**src/rtl/spi_master_param_if.sv**
```systemverilog
// SPI master bus bundle: CPU-side request/response plus the serial pins.
// The master modport is the design's view; the slave modport is the driver side.
interface spi_master_param_if #(
  parameter int DATA_W = 8,
  parameter int N_CS   = 1
);
  localparam int CSW = (N_CS > 1) ? $clog2(N_CS) : 1;

  logic              CKP;
  logic              CPH;
  logic              strt;
  logic [DATA_W-1:0] data_in;
  logic [CSW-1:0]    cs_sel;
  logic              MISO;
  logic              MOSI;
  logic              SCK;
  logic [N_CS-1:0]   CS;
  logic [DATA_W-1:0] data_out;
  logic              busy;
  logic              done;

  modport master (
    input  CKP, CPH, strt, data_in, cs_sel, MISO,
    output MOSI, SCK, CS, data_out, busy, done
  );

  modport slave (
    output CKP, CPH, strt, data_in, cs_sel, MISO,
    input  MOSI, SCK, CS, data_out, busy, done
  );
endinterface

```
**src/rtl/spi_master_param.sv**
```systemverilog
// Parametrised SPI master: DATA_W-bit MSB-first full-duplex transfers in all
// four CKP/CPH modes, SCK = clk/(2*DIV), one of N_CS active-low selects.
module spi_master_param #(
  parameter int DATA_W = 8,
  parameter int DIV    = 2,
  parameter int N_CS   = 1
) (
  input  logic               clk,
  input  logic               rst,
  spi_master_param_if.master bus
);
  localparam int CSW  = (N_CS > 1) ? $clog2(N_CS) : 1;
  localparam int DIVW = (DIV > 1) ? $clog2(DIV) : 1;
  localparam int TW   = $clog2(2*DATA_W);

  typedef enum logic [1:0] {IDLE, LEAD, XFER, TRAIL} state_e;

  state_e            state_q, state_d;
  logic [DIVW-1:0]   div_cnt_q, div_cnt_d;
  logic [TW-1:0]     tog_cnt_q, tog_cnt_d;
  logic              ckp_q, ckp_d;
  logic              cph_q, cph_d;
  logic [DATA_W-1:0] tx_q, tx_d;
  logic [DATA_W-1:0] rx_q, rx_d;
  logic [DATA_W-1:0] data_out_q, data_out_d;
  logic              sck_q, sck_d;
  logic              mosi_q, mosi_d;
  logic              busy_q, busy_d;
  logic              done_q, done_d;
  logic [N_CS-1:0]   cs_q, cs_d;

  logic div_last, sample_edge, last_tog;

  // Out-of-range selects decode to no line asserted.
  function automatic logic [N_CS-1:0] cs_decode(input logic [CSW-1:0] sel);
    logic [N_CS-1:0] m;
    m = '1;
    for (int i = 0; i < N_CS; i++)
      if (sel == CSW'(i)) m[i] = 1'b0;
    return m;
  endfunction

  assign div_last    = (div_cnt_q == DIVW'(DIV-1));
  // Toggle number tog_cnt_q+1: odd = leading edge. Sample on leading when CPH=0, trailing when CPH=1.
  assign sample_edge = ~tog_cnt_q[0] ^ cph_q;
  assign last_tog    = (tog_cnt_q == TW'(2*DATA_W-1));

  always_comb begin
    state_d    = state_q;
    div_cnt_d  = div_cnt_q;
    tog_cnt_d  = tog_cnt_q;
    ckp_d      = ckp_q;
    cph_d      = cph_q;
    tx_d       = tx_q;
    rx_d       = rx_q;
    data_out_d = data_out_q;
    sck_d      = sck_q;
    mosi_d     = mosi_q;
    busy_d     = busy_q;
    done_d     = 1'b0;
    cs_d       = cs_q;
    case (state_q)
      IDLE: begin
        sck_d = bus.CKP;
        if (bus.strt) begin
          state_d   = LEAD;
          ckp_d     = bus.CKP;
          cph_d     = bus.CPH;
          div_cnt_d = '0;
          tog_cnt_d = '0;
          rx_d      = '0;
          busy_d    = 1'b1;
          cs_d      = cs_decode(bus.cs_sel);
          if (!bus.CPH) begin
            mosi_d = bus.data_in[DATA_W-1];
            tx_d   = bus.data_in << 1;
          end else begin
            tx_d   = bus.data_in;
          end
        end
      end
      LEAD: begin
        div_cnt_d = div_cnt_q + 1'b1;
        if (div_last) begin
          div_cnt_d = '0;
          tog_cnt_d = '0;
          state_d   = XFER;
        end
      end
      XFER: begin
        div_cnt_d = div_cnt_q + 1'b1;
        if (div_last) begin
          div_cnt_d = '0;
          sck_d     = ~sck_q;
          tog_cnt_d = tog_cnt_q + 1'b1;
          if (sample_edge) begin
            rx_d = {rx_q[DATA_W-2:0], bus.MISO};
          end else if (!last_tog) begin
            mosi_d = tx_q[DATA_W-1];
            tx_d   = tx_q << 1;
          end
          if (last_tog) state_d = TRAIL;
        end
      end
      TRAIL: begin
        div_cnt_d = div_cnt_q + 1'b1;
        if (div_last) begin
          div_cnt_d  = '0;
          state_d    = IDLE;
          sck_d      = ckp_q;
          cs_d       = '1;
          busy_d     = 1'b0;
          done_d     = 1'b1;
          data_out_d = rx_q;
        end
      end
      default: state_d = IDLE;
    endcase
  end

  always_ff @(posedge clk or posedge rst) begin
    if (rst) begin
      state_q    <= IDLE;
      div_cnt_q  <= '0;
      tog_cnt_q  <= '0;
      ckp_q      <= 1'b0;
      cph_q      <= 1'b0;
      tx_q       <= '0;
      rx_q       <= '0;
      data_out_q <= '0;
      sck_q      <= 1'b0;
      mosi_q     <= 1'b0;
      busy_q     <= 1'b0;
      done_q     <= 1'b0;
      cs_q       <= '1;
    end else begin
      state_q    <= state_d;
      div_cnt_q  <= div_cnt_d;
      tog_cnt_q  <= tog_cnt_d;
      ckp_q      <= ckp_d;
      cph_q      <= cph_d;
      tx_q       <= tx_d;
      rx_q       <= rx_d;
      data_out_q <= data_out_d;
      sck_q      <= sck_d;
      mosi_q     <= mosi_d;
      busy_q     <= busy_d;
      done_q     <= done_d;
      cs_q       <= cs_d;
    end
  end

  assign bus.SCK      = sck_q;
  assign bus.MOSI     = mosi_q;
  assign bus.CS       = cs_q;
  assign bus.busy     = busy_q;
  assign bus.done     = done_q;
  assign bus.data_out = data_out_q;
endmodule

```
**src/flat_wrapper.sv**
```systemverilog
// flat-port wrapper written by rule: the top's interface ports become plain ports
module spi_master_param_flat 
#(
  parameter int DATA_W = 8,
  parameter int DIV    = 2,
  parameter int N_CS   = 1
)
  (clk, rst, bus_CKP, bus_CPH, bus_strt, bus_data_in, bus_cs_sel, bus_MISO, bus_MOSI, bus_SCK, bus_CS, bus_data_out, bus_busy, bus_done);
  spi_master_param_if #(.DATA_W(DATA_W), .N_CS(N_CS)) bus_i ();
  input  logic clk;
  input  logic rst;
  input wire logic [$bits(bus_i.CKP)-1:0] bus_CKP;
  input wire logic [$bits(bus_i.CPH)-1:0] bus_CPH;
  input wire logic [$bits(bus_i.strt)-1:0] bus_strt;
  input wire logic [$bits(bus_i.data_in)-1:0] bus_data_in;
  input wire logic [$bits(bus_i.cs_sel)-1:0] bus_cs_sel;
  input wire logic [$bits(bus_i.MISO)-1:0] bus_MISO;
  output wire logic [$bits(bus_i.MOSI)-1:0] bus_MOSI;
  output wire logic [$bits(bus_i.SCK)-1:0] bus_SCK;
  output wire logic [$bits(bus_i.CS)-1:0] bus_CS;
  output wire logic [$bits(bus_i.data_out)-1:0] bus_data_out;
  output wire logic [$bits(bus_i.busy)-1:0] bus_busy;
  output wire logic [$bits(bus_i.done)-1:0] bus_done;
  assign bus_i.CKP = bus_CKP;
  assign bus_i.CPH = bus_CPH;
  assign bus_i.strt = bus_strt;
  assign bus_i.data_in = bus_data_in;
  assign bus_i.cs_sel = bus_cs_sel;
  assign bus_i.MISO = bus_MISO;
  assign bus_MOSI = bus_i.MOSI;
  assign bus_SCK = bus_i.SCK;
  assign bus_CS = bus_i.CS;
  assign bus_data_out = bus_i.data_out;
  assign bus_busy = bus_i.busy;
  assign bus_done = bus_i.done;
  spi_master_param #(.DATA_W(DATA_W), .DIV(DIV), .N_CS(N_CS)) u_core (.clk(clk), .rst(rst), .bus(bus_i));
endmodule
```
**config.mk**
```make
export PLATFORM = sky130hd
export DESIGN_NAME = spi_master_param_flat
export DESIGN_NICKNAME = d
export VERILOG_FILES = /design/src/rtl/spi_master_param_if.sv /design/src/rtl/spi_master_param.sv /design/src/flat_wrapper.sv
export SDC_FILE = /design/constraint.sdc
export NUM_CORES = 1
export LEC_CHECK = 0
export CORE_MARGIN = 2
export CORE_UTILIZATION = 53
export CTS_CLUSTER_DIAMETER = 150
export DETAILED_ROUTE_END_ITERATION = 10
export PLACE_DENSITY = 0.83
export REMOVE_ABC_BUFFERS = 1
export SKIP_CTS_REPAIR_TIMING = 1
export SYNTH_ARGS = -nofsm -noshare
export SYNTH_HDL_FRONTEND = slang
export SYNTH_SLANG_ARGS = --single-unit
```
**constraint.sdc**
```tcl
create_clock -name clk -period 2.1 [get_ports clk]
set_input_delay 0.63 -clock clk [delete_from_list [all_inputs] [get_ports clk]]
set_output_delay 0.63 -clock clk [all_outputs]
set_load 0.05 [all_outputs]
```
Yosys cells after proc, flatten, opt, wreduce, memory -nomap -nowiden
Cells that the tools add are included.
{ "totals": {"input_bits": 15, "reg_bits": 38} }
{ "classes": {"reduce_logical": 15, "bitwise": 3, "eq_ne": 13, "muxes": 41, "addsub": 2} }
{ "ops": {"columns": ["cell", "n"], "rows": [
  ["8-bit 2-to-1 mux", 8],
  ["8-bit one-hot mux with 2 select lines", 2],
  ["1-bit 2-to-1 mux", 16],
  ["4-bit 2-to-1 mux", 3],
  ["4-bit one-hot mux with 3 select lines", 1],
  ["2-bit 2-to-1 mux", 5],
  ["2-bit by 1-bit != test with 1-bit output, second input constant", 5],
  ["5-bit AND reduction", 2],
  ["2-bit != test, second input constant", 4],
  ["1-bit one-hot mux with 2 select lines", 4],
  ["2-bit one-hot mux with 4 select lines", 1],
  ["4-bit AND reduction", 2],
  ["3-bit AND reduction", 2],
  ["6-bit AND reduction", 1],
  ["3-bit nonzero test", 2],
  ["4-bit by 1-bit adder with 4-bit output, second input constant", 1],
  ["2-bit equality test, second input constant", 2],
  ["4-bit equality test, second input constant", 1],
  ["2-bit AND reduction", 2],
  ["2-bit nonzero test", 2],
  ["1-bit one-hot mux with 3 select lines", 1],
  ["3-bit OR reduction", 1],
  ["2-bit by 1-bit equality test with 1-bit output, second input constant", 1],
  ["2-bit zero test", 1],
  ["other kinds (3)", 4]
]} }

Longest topological paths before layout
Gate-level depths: netlist (run 1).
{ "logic_depth": {"ltp_word": 5, "depth_mapped": 7} }

Least setup slack after synthesis (run 1)
OpenSTA, ideal clock, no wires.
{ "synth_timing": {"kind": "register to register", "start": "register u_core.state_q[0]", "end": "register u_core.tx_q[0]", "path_slack_ns": 0.337, "path_buffers": 1, "setup_ns": 0.125, "required_ns": 1.975, "arrival_time_ns": 1.639, "stages_incl_launch_ff": 8, "path_cell_list": "dfrtp_1 > inv_1 > ha_1 > clkbuf_1 > nor2b_1 > a31o_2 > nand2_4 > mux2_2"} }
{ "synth_between": {"elab_chain_len": 3, "word_cells_on_any_way": 9, "cone_classes": "eq/ne (5); mux (1); reduce/logical (3)"} }
{ "synth_lines": {"columns": ["item", "line", "source"], "rows": [
  ["from (decl)", "spi_master_param.sv:18", "state_e state_q, state_d;"],
  ["from (signal assigned)", "spi_master_param.sv:137", "state_q <= state_d;"],
  ["2-bit equality test or 2-bit zero test (tied branches)", "spi_master_param.sv:62", "case (state_q)"],
  ["2-bit by 1-bit != test with 1-bit output (no source line) (tied with other cells)", null, null],
  ["5-bit AND reduction (no source line)", null, null],
  ["to (signal assigned)", "spi_master_param.sv:142", "tx_q <= tx_d;"],
  ["to (decl)", "spi_master_param.sv:23", "logic [DATA_W-1:0] tx_q, tx_d;"]
]} }
Parallel ways exist; a longest one is shown, timed or not.
A chain may end at the register's enable or synchronous reset.

Worst setup path in the final report (run 1)
{ "layout_timing": {"start": "register u_core.state_q[0]", "end": "register u_core.rx_q[2]"} }
{ "layout_between": {"elab_chain_len": 3, "word_cells_on_any_way": 8, "cone_classes": "eq/ne (4); mux (1); reduce/logical (3)"} }
{ "layout_lines": {"columns": ["item", "line", "source"], "rows": [
  ["2-bit equality test or 2-bit zero test (tied branches)", "spi_master_param.sv:62", null],
  ["2-bit by 1-bit != test with 1-bit output (no source line) (tied with other cells)", null, null],
  ["4-bit AND reduction (no source line)", null, null],
  ["to (signal assigned)", "spi_master_param.sv:143", "rx_q <= rx_d;"],
  ["to (decl)", "spi_master_param.sv:24", "logic [DATA_W-1:0] rx_q, rx_d;"]
]} }
Parallel ways exist; a longest one is shown, timed or not.

==> flow_metrics.py, run 1 <==
metrics = {
    "die": {
        "fp.dieH_um": 63.8,
        "die_w_um": 63.8,
        "core-area_mm2": 0.00339,
        "die_area_mm2": 0.00408,
        "start_util_pct": 56.0,
        "num_io_pins": 28,
        "core.rowCount": 21,
    },
    "timing": {
        "slew-limit-headroom_pct": 65.8,
        "finalCritPeriodShare_pct": 92.9,
        "clock_skew_ns": 0.00862,
        "fmax_mhz": 513,
        "layout_setup_ws_ns": 0.150,
        "tightest_slew_ns": 0.513,
        "grt_setup_unrepaired": "false",
        "min_period_ns": 1.95,
        "whs_ns": 0.517,
        "setup_violations": 0,
        "slew_violations": 0,
        "hold_viol_final": 0,
    },
    "global_routing": {
        "grt_start_max_net_pins": 22,
        "gr-total-overflow": 0,
        "antenna_found_initial": 0,
        "first_global_vias": 1410,
        "grt_pass1_wl_mm": 6.18,
        "grt_usage_pct": 19.7,
    },
    "clock_tree": {
        "cts_tree": "yes",
        "cts.path.max_buffers": 2,
        "clock_sinks": 38,
        "cts_buffers": 5,
        "clk_pin_slew_ns": 0.11,
        "htreeDepth": 2,
        "cts_root_buf": "clkbuf_4",
        "clkLatencyLatePin_ns": 0.35,
    },
    "place": {
        "post-dp-hpwl_mm": 2.60,
        "place_ws_ns": 0.0546,
        "numPortBuffers": 27,
        "gp_congestion": 0.806,
    },
    "power_and_ir_drop": {
        "cellPowerDensity_mw_per_mm2": 1380,
        "switchingPower_uw": 1230,
        "pwr-share-seq_pct": 33.8,
        "vdd_drop_max_mv": 0.861,
        "pwr-share-clk_pct": 19.7,
        "p_comb_share_pct": 46.5,
        "p_total_uw": 3250,
        "swShare_pct": 38.0,
        "leakage_uw": 0.00113,
        "intPower_uw": 2010,
    },
    "synthesis": {
        "ys_seq_area_share_pct": 50.2,
        "synth_top_area_cell": "dfrtp_1",
        "synth_top_area_share_pct": 48.8,
        "synth.avg_cell_area_um2": 11.9,
        "syn_inst": 160,
        "ys_ff_latch": 38,
        "ys.warnings.count": 0,
        "synthArstFlopShare_pct": 100,
        "yosys.cell_types.count": 36,
        "synth_area_mm2": 0.00190,
        "synth-edff-count": 0,
        "synthFlopType": "dfrtp_1",
        "synth.area.top_cells": "dfrtp_1 49%, mux2_2 11%, mux2i_1 5.3%",
    },
    "worst_setup_path": {
        "max_stage_delay_ns": 0.43,
        "crit_arrival_ns": 2.19,
        "cp-start-kind": "flop",
        "slowest_stage": "dfrtp_1",
        "r2r_cells": 7,
        "path_common_cell": "buf_4",
        "required_ns": 2.34,
        "path_cells": "inv_1 -> ha_1 -> nor2b_1 -> buf_4 -> nor3b_2 -> buf_4 -> a22o_1",
        "setup.worst_path.end_class": "flop",
        "path_max_fanout": 8,
        "worst-setup-path-type": "flop to flop",
    },
    "layout": {
        "drive_gt1_share_pct": 28.9,
        "finalNetCount": 218,
        "final_util_pct": 69.3,
        "antennaDiodeCount": 0,
        "syn_to_final_growth_pct": 23.7,
        "fill_cells": 231,
    },
    "detailed_routing": {
        "drc_errors": 0,
        "ant_nets": 0,
        "wirelength_mm": 3.48,
        "dr.first_iter.drc_count": 47,
        "vias": 1317,
        "vias_per_cell": 5.42,
        "first_pass_iters": 4,
        "wl_per_cell_um": 14.3,
    },
    "flow_run": {
        "cap_violations": 0,
    },
    "run_status": {
        "status": "completed",
    },
    "hold_path": {
        "hold_class": "flop to flop",
        "hold_depth": 1,
    },
}
[metrics by stage]
stage	area (µm²)	setup TNS (ns)	std cells
2_1_floorplan	1860	0	154
3_3_place_gp	2230	0	235
3_5_place_dp	2230	0	235
4_1_cts	2350	-0.0344	243
5_1_grt	2350	0	243
6_report	2350	0	243
[cells in the final DEF (no fill, tap or decap), types with 2 or more instances in the layout]
cell and instances:
a21oi_1 2, a22o_1 9, buf_4 19, bufinv_16 2, clkbuf_4 5, clkdlybuf4s50_1 14
dfrtp_1 37, ha_1 7, inv_1 7, mux2_2 18, mux2i_1 10, nand2_1 15
nand2b_1 2, nand3_1 4, nor2_1 5, nor2b_1 3, nor3_1 2, o21ai_0 14
[worst max-delay path: cells and delay by family (launching register included)]
| kind | cells | cell delay [ns] |
|---|---|---|
| AOI/OAI and AO/OA | 1 | 0.19 |
| adders and majority gates | 1 | 0.34 |
| buffers and inverters | 3 | 0.50 |
| DFF | 1 | 0.43 |
| and+or+nand+nor | 2 | 0.37 |
[state kept, by name, summed over array words and instances (netlist names)]
| name | cells |
|---|---|
| u_core.bus.CS | 1 |
| u_core.bus.MOSI | 1 |
| u_core.bus.SCK | 1 |
| u_core.bus.busy | 1 |
| u_core.bus.data_out | 8 |
| u_core.bus.done | 1 |
| u_core.ckp_q | 1 |
| u_core.cph_q | 1 |
| u_core.div_cnt_q | 1 |
| u_core.rx_q | 8 |
| u_core.state_q | 2 |
| u_core.tog_cnt_q | 4 |
| u_core.tx_q | 8 |
[cells in the mapped netlist, types with 2 or more instances]
master and count:
a21oi_1 2, a22o_1 9, buf_2 3, clkbuf_1 2, dfrtp_1 37, ha_1 7, inv_1 7, mux2_2 18
mux2i_1 10, nand2_1 15, nand2b_1 2, nand3_1 4, nor2_1 5, nor2b_1 3, nor3_1 2, o21ai_0 14
[metal layers]
metal | wire (µm) | up-vias | GRT usage, %
li1 | - | 637 | -
met1 | 1480 | 647 | 22.5
met2 | 1810 | 25 | 34.5
met3 | 123 | 8 | 3.87
met4 | 74 | 0 | 10.3
met5 | 0 | - | 0
[cell type report]
type                       instances  area (µm²)  area share, %
multi-input combinational        109         886           37.7
tap                               46        57.6           2.45
sequential                        38         952           40.5
clock inverter                     2        60.1           2.56
clock buffer                       6        51.3           2.18
inverter                           7        26.3           1.12
timing repair buffer              35         315           13.4
[power by group through the flow]
stage | Sequential, µW | Combinational (µW) | Clock, µW
5_1_grt | 1130 | 1650 | 687
3_3_place_gp | 1100 | 1460 | 0
2_1_floorplan | 1250 | 987 | 0
3_5_place_dp | 1110 | 1510 | 0
4_1_cts | 1100 | 1520 | 654
6_report | 1100 | 1510 | 641
[kinds of logic after synthesis]
logic type | Yosys count | synth area share (%)
muxes | 29 | 16.5
buffers and inverters | 13 | 3.16
AOI/OAI and AO/OA | 36 | 14.6
xor gates and xnor gates | 1 | 0.857
adders and majority gates | 7 | 4.61
and+or+nand+nor | 36 | 10.1
DFF | 38 | 50.2
[worst paths after layout]
check | from | to | slack [ns]
max | u_core.state_q[0] | u_core.rx_q[2] | 0.15
min | u_core.tx_q[0] | u_core.tx_q[0] | 0.52
max reg2reg | u_core.state_q[0] | u_core.rx_q[2] | 0.15
min reg2reg | u_core.tx_q[0] | u_core.tx_q[0] | 0.52
max in group asynchronous | rst | u_core.bus.CS | 1.20
min in group asynchronous | rst | u_core.tx_q[5] | 0.60
Note: power is estimated with default switching activity, not from simulation.
==> inputs of run 2 (changes only) <==
--- a/config.mk
+++ b/config.mk
@@ -9,9 +9,11 @@
 export CORE_UTILIZATION = 53
 export CTS_CLUSTER_DIAMETER = 150
 export DETAILED_ROUTE_END_ITERATION = 10
+export GPL_TIMING_DRIVEN = 0
 export PLACE_DENSITY = 0.83
 export REMOVE_ABC_BUFFERS = 1
 export SKIP_CTS_REPAIR_TIMING = 1
+export SLEW_MARGIN = 30
 export SYNTH_ARGS = -nofsm -noshare
 export SYNTH_HDL_FRONTEND = slang
 export SYNTH_SLANG_ARGS = --single-unit
==> run 2 against run 1 <==
Compared with the run above:
- core utilization down 0.26 points
- worst hold slack worse by 0.0071 ns
- count of clock-buffer cells in the layout down 1
- critical path depth unchanged
- critical endpoint is now u_core.tog_cnt_q[3]
- fmax down 1.7%
- via count up 1.2%
- die area unchanged
- critical path type unchanged
==> flow_metrics.py, run 2 (synthesis results as in run 1) <==
metrics = {
    "run_status": {
        "status": "completed",
    },
    "clock_tree": {
        "clk_pin_slew_ns": 0.12,
        "clkLatencyLatePin_ns": 0.34,
        "cts.path.max_buffers": 2,
        "cts_tree": "yes",
        "clock_sinks": 38,
        "htreeDepth": 2,
        "cts_buffers": 5,
        "cts_root_buf": "clkbuf_4",
    },
    "worst_setup_path": {
        "required_ns": 2.34,
        "cp-start-kind": "flop",
        "r2r_start": "u_core.state_q[1]",
        "ff2ff_setup_slack_ns": 0.12,
        "r2r_cells": 7,
        "reg2reg_to": "u_core.tog_cnt_q[3]",
        "path_max_fanout": 8,
        "crit_arrival_ns": 2.22,
        "worst-setup-path-type": "flop to flop",
        "setup.worst_path.end_class": "flop",
    },
    "global_routing": {
        "antenna_found_initial": 0,
        "gr-total-overflow": 0,
        "grt_usage_pct": 19.6,
        "first_global_vias": 1345,
        "grt_pass1_wl_mm": 6.23,
        "grt_start_max_net_pins": 39,
    },
    "timing": {
        "min_period_ns": 1.98,
        "whs_ns": 0.510,
        "slew_violations": 0,
        "layout_setup_ws_ns": 0.117,
        "slew-limit-headroom_pct": 48.4,
        "hold_viol_final": 0,
        "tightest_slew_ns": 0.772,
        "clock_skew_ns": 0.0107,
        "setup_violations": 0,
        "finalCritPeriodShare_pct": 94.5,
        "fmax_mhz": 504,
        "finalSetupTns_ns": 0,
    },
    "die": {
        "fp.dieH_um": 63.8,
        "num_io_pins": 28,
        "die_area_mm2": 0.00408,
        "die_w_um": 63.8,
        "core.rowCount": 21,
        "core-area_mm2": 0.00339,
        "start_util_pct": 56.0,
    },
    "detailed_routing": {
        "wirelength_mm": 3.64,
        "ant_nets": 0,
        "drc_errors": 0,
        "dr.first_iter.drc_count": 62,
        "first_pass_iters": 4,
        "vias_per_cell": 5.60,
        "vias": 1333,
        "wl_per_cell_um": 15.3,
    },
    "power_and_ir_drop": {
        "intPower_uw": 1870,
        "switchingPower_uw": 1250,
        "swShare_pct": 40.1,
        "vdd_drop_max_mv": 0.891,
        "leakage_uw": 0.00124,
        "p_comb_share_pct": 48.7,
        "cellPowerDensity_mw_per_mm2": 1330,
        "pwr-share-seq_pct": 35.3,
        "pwr-share-clk_pct": 16.0,
    },
    "layout": {
        "layout_commonest_cell": "dfrtp_1",
        "multi_input_area_um2": 896,
        "finalNetCount": 213,
        "syn_to_final_growth_pct": 23.3,
        "fill_cells": 228,
        "antennaDiodeCount": 0,
        "register_area_um2": 952,
        "drive_gt1_share_pct": 22.4,
        "final_cell_mix": "37 x dfrtp_1, 18 x mux2_2, 15 x nand2_1, 14 x o21ai_0, 14 x clkdlybuf4s50_1",
    },
    "hold_path": {
        "hold_class": "flop to flop",
        "min_from": "u_core.tx_q[2]",
        "min_to": "u_core.tx_q[2]",
        "hold_depth": 1,
    },
    "place": {
        "post-dp-hpwl_mm": 2.46,
        "gp_congestion": 0.765,
        "numPortBuffers": 27,
        "place_ws_ns": -0.467,
    },
    "flow_run": {
        "cap_violations": 0,
    },
}
==> run 2: critical path, cell delays in order, from the launching register on <==
cell	delay, ns
dfrtp_1	0.46
inv_1	0.12
ha_1	0.30
nor2b_4	0.20
buf_4	0.15
nor3_4	0.26
mux2i_1	0.29
nand2_1	0.10
==> run 2: worst max path at each step <==
stage	endpoint	slack, ns	cells past startpoint	from
6_report	u_core.tog_cnt_q[3]	0.12	7	u_core.state_q[1]
3_5_place_dp	u_core.tx_q[3]	-0.47	5	bus_strt
5_1_grt	u_core.tog_cnt_q[3]	-0.02	7	u_core.state_q[1]
2_1_floorplan	u_core.tx_q[0]	0.01	6	u_core.state_q[0]
3_3_place_gp	u_core.tx_q[5]	-0.44	5	bus_strt
4_1_cts	u_core.tx_q[3]	-0.32	6	u_core.state_q[1]
==> run 2: through the flow <==
step	utilization [%]	total power, µW	cells	instance area, µm²
after floorplan	-	2240	154	1860
after global placement	64.7	2520	227	2190
after detailed placement	64.7	2590	227	2190
after CTS	67.1	3100	235	2270
after global routing	69.0	3340	238	2340
final	69.0	3120	238	2340
==> run 2: per-layer routing <==
layer	vias to the layer above	share of wire [%]	track usage, %	routed length (µm)
li1	631	-	-	-
met1	667	43	24.4	1560
met2	31	51	33.6	1870
met3	4	4.6	5.63	168
met4	0	1.1	4.35	39
met5	-	0	0	0
==> run 2: power by group through the flow <==
stage	sequential, µW	combinational (µW)	clock (µW)
floorplan	1250	987	0
global placement	1090	1430	0
detailed placement	1110	1480	0
CTS	1100	1490	516
global route	1130	1660	546
finish	1100	1520	500
==> run 2: layout make-up <==
class / instances / share of cell area [%]
Tap cell: 46 / 2.46
Clock inverter: 3 / 1.93
Inverter: 7 / 1.12
Multi-Input combinational cell: 109 / 38.3
Clock buffer: 5 / 1.60
Timing Repair Buffer: 30 / 13.9
Sequential cell: 38 / 40.7
